<file path="config.mk">
export PLATFORM = sky130hd
export DESIGN_NAME = bcd_convert_sched
export DESIGN_NICKNAME = d
export VERILOG_FILES = /design/src/rtl/bcd_convert_sched.sv
export SDC_FILE = /design/constraint.sdc
export NUM_CORES = 1
export LEC_CHECK = 0
export BUFFER_PORTS_ARGS = -buffer_cell sky130_fd_sc_hd__buf_2
export CAP_MARGIN = 40
export CORE_ASPECT_RATIO = 0.7
export CORE_MARGIN = 5
export CORE_UTILIZATION = 45
export CTS_CLUSTER_DIAMETER = 80
export DETAILED_ROUTE_END_ITERATION = 16
export GPL_ROUTABILITY_DRIVEN = 1
export PLACE_DENSITY = 0.69
export REMOVE_ABC_BUFFERS = 1
export SYNTH_ARGS = -nofsm -noshare
export SYNTH_HDL_FRONTEND = slang
export SYNTH_SLANG_ARGS = --single-unit
</file>
<file path="constraint.sdc">
create_clock -name clk -period 1.43 [get_ports clk]
set_input_delay 0.2145 -clock clk [delete_from_list [all_inputs] [get_ports clk]]
set_output_delay 0.2145 -clock clk [all_outputs]
set_load 0.05 [all_outputs]
</file>
<file path="src/rtl/bcd_convert_sched.sv">
// Shared iterative double-dabble binary-to-BCD converter arbitrating between two requesters.
// Build option: define ARB_RR_EN for round-robin arbitration (default: requester 0 has fixed priority).
module bcd_convert_sched #(
  parameter int W = 12
) (
  input  logic         clk,
  input  logic         rst,
  input  logic [1:0]   req,
  input  logic [W-1:0] binary0,
  input  logic [W-1:0] binary1,
  output logic [1:0]   gnt,
  output logic         busy,
  output logic         done,
  output logic         done_id,
  output logic [3:0]   thos,
  output logic [3:0]   huns,
  output logic [3:0]   tens,
  output logic [3:0]   ones
);

  localparam logic [1:0] IDLE  = 2'd0;
  localparam logic [1:0] LOAD  = 2'd1;
  localparam logic [1:0] SHIFT = 2'd2;
  localparam logic [1:0] DONE  = 2'd3;

  localparam int CW = (W > 1) ? $clog2(W) : 1;

  logic [1:0]    state;
  logic [W-1:0]  operand;
  logic [15:0]   scratch;
  logic [15:0]   adjusted;
  logic [15:0]   scratch_shifted;
  logic [CW-1:0] count;
  logic          served;
  logic          pick;
  logic          last_count;

`ifdef ARB_RR_EN
  // Index of the requester served most recently; it loses the next tie.
  logic last_served;

  always_comb begin
    if (req == 2'b11)
      pick = ~last_served;
    else
      pick = ~req[0];
  end

  always_ff @(posedge clk or posedge rst) begin
    if (rst)
      last_served <= 1'b1;
    else if (state == LOAD)
      last_served <= served;
  end
`else
  assign pick = ~req[0];
`endif

  genvar gi;
  generate
    for (gi = 0; gi < 4; gi++) begin : g_adjust
      assign adjusted[4*gi +: 4] = (scratch[4*gi +: 4] >= 4'd5) ?
                                   scratch[4*gi +: 4] + 4'd3 :
                                   scratch[4*gi +: 4];
    end
  endgenerate

  assign scratch_shifted = {adjusted[14:0], operand[W-1]};
  assign last_count      = (count == CW'(W - 1));
  assign busy            = (state != IDLE);

  always_ff @(posedge clk or posedge rst) begin
    if (rst) begin
      state   <= IDLE;
      gnt     <= 2'b00;
      done    <= 1'b0;
      done_id <= 1'b0;
      thos    <= 4'd0;
      huns    <= 4'd0;
      tens    <= 4'd0;
      ones    <= 4'd0;
      operand <= '0;
      scratch <= 16'd0;
      count   <= '0;
      served  <= 1'b0;
    end else begin
      case (state)
        IDLE: begin
          if (|req) begin
            state  <= LOAD;
            served <= pick;
            gnt    <= pick ? 2'b10 : 2'b01;
          end
        end
        LOAD: begin
          operand <= served ? binary1 : binary0;
          scratch <= 16'd0;
          count   <= '0;
          state   <= SHIFT;
        end
        SHIFT: begin
          scratch <= scratch_shifted;
          operand <= {operand[W-2:0], 1'b0};
          count   <= count + 1'b1;
          // Final shift: publish the finished digits on the edge entering DONE.
          if (last_count) begin
            state   <= DONE;
            done    <= 1'b1;
            done_id <= served;
            thos    <= scratch_shifted[15:12];
            huns    <= scratch_shifted[11:8];
            tens    <= scratch_shifted[7:4];
            ones    <= scratch_shifted[3:0];
          end
        end
        DONE: begin
          done  <= 1'b0;
          gnt   <= 2'b00;
          state <= IDLE;
        end
        default: begin
          state <= IDLE;
          gnt   <= 2'b00;
          done  <= 1'b0;
        end
      endcase
    end
  end

endmodule
</file>
## Yosys cells after proc, flatten, opt, wreduce, memory -nomap -nowiden

Index checks and enable logic that the tools add are counted.

- $add $sub $neg: 5
- $lt $le $gt $ge: 4
- Equality and inequality tests: 6
- Muxes and demuxes: 16
- Bitwise logic cells: 1
- Reduce and logical (&&, ||, !) cells: 11

Operators with widths:

| operator | count |
|---|---|
| $pmux W16 S2 | 1 |
| $pmux W12 S2 | 1 |
| $ge A4 B3 Y1 const B | 4 |
| $add A4 B2 Y4 const B | 3 |
| $mux W12 | 1 |
| $mux W4 | 3 |
| $reduce_and A2 Y1 | 5 |
| $mux W2 | 4 |
| $pmux W2 S4 | 1 |
| $pmux W4 S2 | 1 |
| $reduce_bool A2 Y1 | 4 |
| $add A4 B1 Y4 const B | 1 |
| $eq A2 B2 Y1 const B | 2 |
| $eq A4 B4 Y1 const B | 1 |
| $ne A2 B2 Y1 const B | 2 |
| $pmux W2 S2 | 1 |
| $add A3 B2 Y3 const B | 1 |
| $mux W3 | 1 |
| $eq A2 B1 Y1 const B | 1 |
| $logic_not A2 Y1 | 1 |
| $pmux W1 S2 | 1 |
| $reduce_or A2 Y1 | 1 |
| $mux W1 | 1 |
| $not A1 Y1 | 1 |

- Register bits: 55
- Input bits: 28
- Output and inout bits: 21
- Logic and storage cells: 55

## Longest topological paths before layout

- Word-level depth: 3
- Mapped depth: 8
- Mapped depth without buffers: 6

## Least setup slack after synthesis

OpenSTA, ideal clock, no wires.

- Kind: reg-to-reg
- Start point: register state[0]
- End point: register gnt[0]
- Setup time: 0.121 ns
- Data arrival time: 1.542 ns
- Data required time: 1.309 ns
- Setup slack: -0.233 ns
- Stages on the path, launching flop included: 7
- Buffers on the path: 0
- Period minus slack after synthesis: 1.663 ns
- Cell sequence: dfrtp_1 -> inv_1 -> ha_1 -> inv_1 -> nor3_1 -> o21bai_1 -> a22o_1

- Cells in the longest elaborated chain, start to end: 3
- Elaborated cells on any way between the ends: 6
- Classes of those cells: eq/ne: 2; mux: 1; reduce/logical: 3

RTL lines:

| what | RTL line | source |
|---|---|---|
| from (decl) | 28 | `logic [1:0] state;` |
| from (signal assigned) | 74 | `state <= IDLE;` |
| from (signal assigned) | 90 | `state <= LOAD;` |
| from (signal assigned) | 99 | `state <= SHIFT;` |
| $eq A2 B2 Y1 or $logic_not A2 Y1 (tied branches) | 87 | `case (state)` |
| $reduce_bool A2 Y1 (no source line) or $ne A2 B2 Y1 (tied branches) | -- |  |
| $reduce_and A2 Y1 (no source line) | -- |  |
| to (signal assigned) | 92 | `gnt <= pick ? 2'b10 : 2'b01;` |
| to (decl) | 11 | `output logic [1:0] gnt,` |

Parallel ways exist; a longest one is shown, timed or not.
A chain may end at the register's enable or synchronous reset.

## Worst setup path after layout

- Start point: register state[0]
- End point: output busy

- Cells in the longest elaborated chain, start to end: 1

RTL lines:

| what | RTL line | source |
|---|---|---|
| $reduce_bool A2 Y1 | 70 | `assign busy = (state != IDLE);` |
| to (decl) | 12 | `output logic busy,` |

Every way passes these cells.

==> results.toml <==
[floorplan]
io_pins = 49
coreArea_um2 = 6160
die_area_um2 = 7950
die_x_um = 104
num_rows = 24
start_util = 0.456
fp.dieH_um = 76.1

[yosys]
postSynthCellCount = 266
yosysSeqAreaShare = 0.490
synth-edff-count = 0
avgSynthCellArea_um2 = 10.6
synth_ff_type = "dfrtp_1"
synth.distinct_cells = 34
netlist_area_um2 = 2810
postSynth.asyncResetShare = 1.00
synth_seq_cells = 55
yosysWarnings = 0

[clocking]
cts.clk_slew.worst_paths_ns = 0.09
insertion_delay_ns = 0.31
htreeDepth = 2
clkSinkCount = 55
root_buffer = "clkbuf_8"
cts_buffers = 5
cts_tree = "yes"
cts_max_path_buffers = 2

[grt]
antenna_found_initial = 0
grt_max_degree = 48
overflow = 0
grt_use_total = 0.166
grt_pass1_vias = 2332
grt_pass1_wl_mm = 11.1

[detailed_routing]
routedWlPerCell_um = 15.5
vias_per_cell = 5.27
dr.pass1.iters = 4
routed_wl_mm = 6.72
num_vias = 2294
ant_nets = 0
drt-initial-drc-count = 70
route.detailed.drc = 0

[timing]
max_freq_mhz = 668
fin_tns_setup_ns = -0.320
slew_violations = 0
setup_violations = 15
hold_violations = 0
timing.final.crit_share = 1.05
period_needed_ns = 1.50
rsz0062_at_grt = "yes"
fin_skew_ns = 0.00433
tightest_slew_ns = 0.385
worst_slack_ns = -0.0680
slew_headroom = 0.741

[pwr]
switching_power_w = 0.00250
peakVddDrop_uv = 1610
clock_power_share = 0.123
p_total_w = 0.00661
combinationalPowerShare = 0.565
sequentialPowerShare = 0.313
p_int_w = 0.00411
power.density_nw_per_um2 = 1620
sw_frac_of_total = 0.378
p_leak_nw = 1.92

[cells_and_area]
fin_util = 0.662
drive_gt1_frac = 0.549
nets = 399
design_area_um2 = 4070
syn2layout_area_growth_pct = 45.0
diodes = 0

[worst_hold_path]
min_path_type = "primary input to register"

[flow_run]
max_cap_viol_count = 0

[worst_setup_path]
worstPathRequired_ns = 1.22
critical_path_class = "register to output port"
endpoint_kind = "output port"
startpoint_type = "register"
cp_max_fo = 3
arrival_ns = 1.28

[placed_design]
dp_hpwl_mm = 4.22
io_buffers = 48
place_area_um2 = 3400
place_congestion = 0.789

[run_status]
status = "finished, violations left"
violations = "setup timing"
power by group through the flow:
stage | clock (W) | combinational [W] | sequential, W
after global routing | 0.000892 | 0.00405 | 0.00210
after CTS | 0.000820 | 0.00336 | 0.00206
after global placement | 0 | 0.00293 | 0.00206
after floorplan | 0 | 0.00158 | 0.00218
final | 0.000812 | 0.00373 | 0.00207
after detailed placement | 0 | 0.00303 | 0.00208
per-layer routing:
metal | vias up | wire [um] | track usage
met1 | 1120 | 2960 | 0.228
met2 | 36 | 3460 | 0.269
met4 | 0 | 110 | 0.0530
li1 | 1128 | - | -
met3 | 10 | 192 | 0.0279
met5 | - | 0 | 0
through the flow:
| stage | instances | hold WS (ns) | setup slack, ns |
|---|---|---|---|
| 6_report | 435 | 0.118 | -0.0680 |
| 5_1_grt | 435 | 0.139 | -0.109 |
| 4_1_cts | 425 | 0.112 | -0.0308 |
| 3_5_place_dp | 413 | 0.144 | -0.158 |
| 3_3_place_gp | 413 | 0.141 | -0.0654 |
| 2_1_floorplan | 252 | 0.304 | -0.919 |
cells by family (layout without fill, tap and decap cells):
logic type | after synthesis | after routing | synth area share
simple gates | 57 | 57 | 0.0993
fa+ha+maj | 13 | 13 | 0.0579
mux | 30 | 30 | 0.117
buf+inv | 32 | 123 | 0.0570
compound gates | 75 | 75 | 0.166
xor+xnor | 4 | 4 | 0.0125
flops | 55 | 55 | 0.490
Yosys cell counts, types with 2 or more instances:
cell | number | area share
a21oi_1 | 15 | 0.027
a31oi_1 | 2 | 0.0045
buf_2 | 5 | 0.0089
buf_6 | 4 | 0.016
clkbuf_1 | 3 | 0.0040
dfrtp_1 | 55 | 0.49
ha_1 | 13 | 0.058
inv_1 | 17 | 0.023
mux2_2 | 15 | 0.060
mux2_4 | 2 | 0.011
mux2i_1 | 13 | 0.046
nand2_1 | 34 | 0.045
nand2b_1 | 5 | 0.011
nand3_1 | 3 | 0.0053
nor3_1 | 6 | 0.011
nor3b_1 | 6 | 0.016
o21ai_0 | 22 | 0.039
o21ai_1 | 7 | 0.012
o21ai_2 | 8 | 0.025
o22ai_1 | 7 | 0.016
o2bb2ai_1 | 7 | 0.022
o31ai_1 | 2 | 0.0053
xnor2_1 | 4 | 0.012
layout make-up:
cell class	count	area, um2
fill	449	2080
multi-input combinational	179	1660
sequential	55	1380
timing repair buffer	99	803
tap	78	97.6
clock buffer	6	72.6
inverter	18	67.6
state kept, by name, summed over array words and instances (netlist names), 2 cells and up:
signal and cells:
gnt 2, tens 4, count 4, huns 4, ones 4, state 2, scratch 16, operand 12
thos 4
worst max-delay path, cell delays in order, from the launching register on:
cell and delay [ns]:
dfrtp_1 0.42, inv_2 0.12, ha_4 0.15, inv_2 0.04
buf_6 0.11, buf_8 0.14
placed cells by master, fill, tap and decap left out, types with 8 or more instances in the layout:
| cell | n |
|---|---|
| buf_4 | 35 |
| a21oi_1 | 8 |
| dfrtp_1 | 54 |
| mux2i_1 | 13 |
| o21ai_2 | 12 |
| mux2_2 | 11 |
| buf_12 | 8 |
| nand2_1 | 19 |
| o21ai_0 | 13 |
| inv_2 | 13 |
| o21ai_1 | 12 |
| buf_2 | 47 |
| nand2_4 | 8 |
timing repair:
| action | in CTS | in global routing |
|---|---|---|
| cloned | 0 | 4 |
| hold buffers | 1 | 0 |
| hold endpoints to repair | 8 | 0 |
| gates resized for setup | 47 | 61 |
| setup buffers | 5 | 6 |
| pin swaps | 9 | 27 |
| endpoints found under the setup margin | 51 | 49 |
path summary, 6_finish.rpt:
| check | startpoint | end | slack [ns] | cells after the start |
|---|---|---|---|---|
| setup reg to reg | state[0]$_DFFE_PP0P_ | ones[0]$_DFFE_PP0P_ | -0.05 | 5 |
| max in group asynchronous | rst | scratch[2]$_DFFE_PP0P_ | 0.55 | 4 |
| hold / removal | req[0] | served$_DFFE_PP0P_ | 0.12 | 2 |
| hold reg to reg | ones[3]$_DFFE_PP0P_ | ones[3]$_DFFE_PP0P_ | 0.48 | 2 |
| setup / recovery | state[0]$_DFFE_PP0P_ | busy | -0.07 | 5 |
| min in group asynchronous | rst | huns[3]$_DFFE_PP0P_ | 0.36 | 3 |
(Power assumes the default switching activity.)
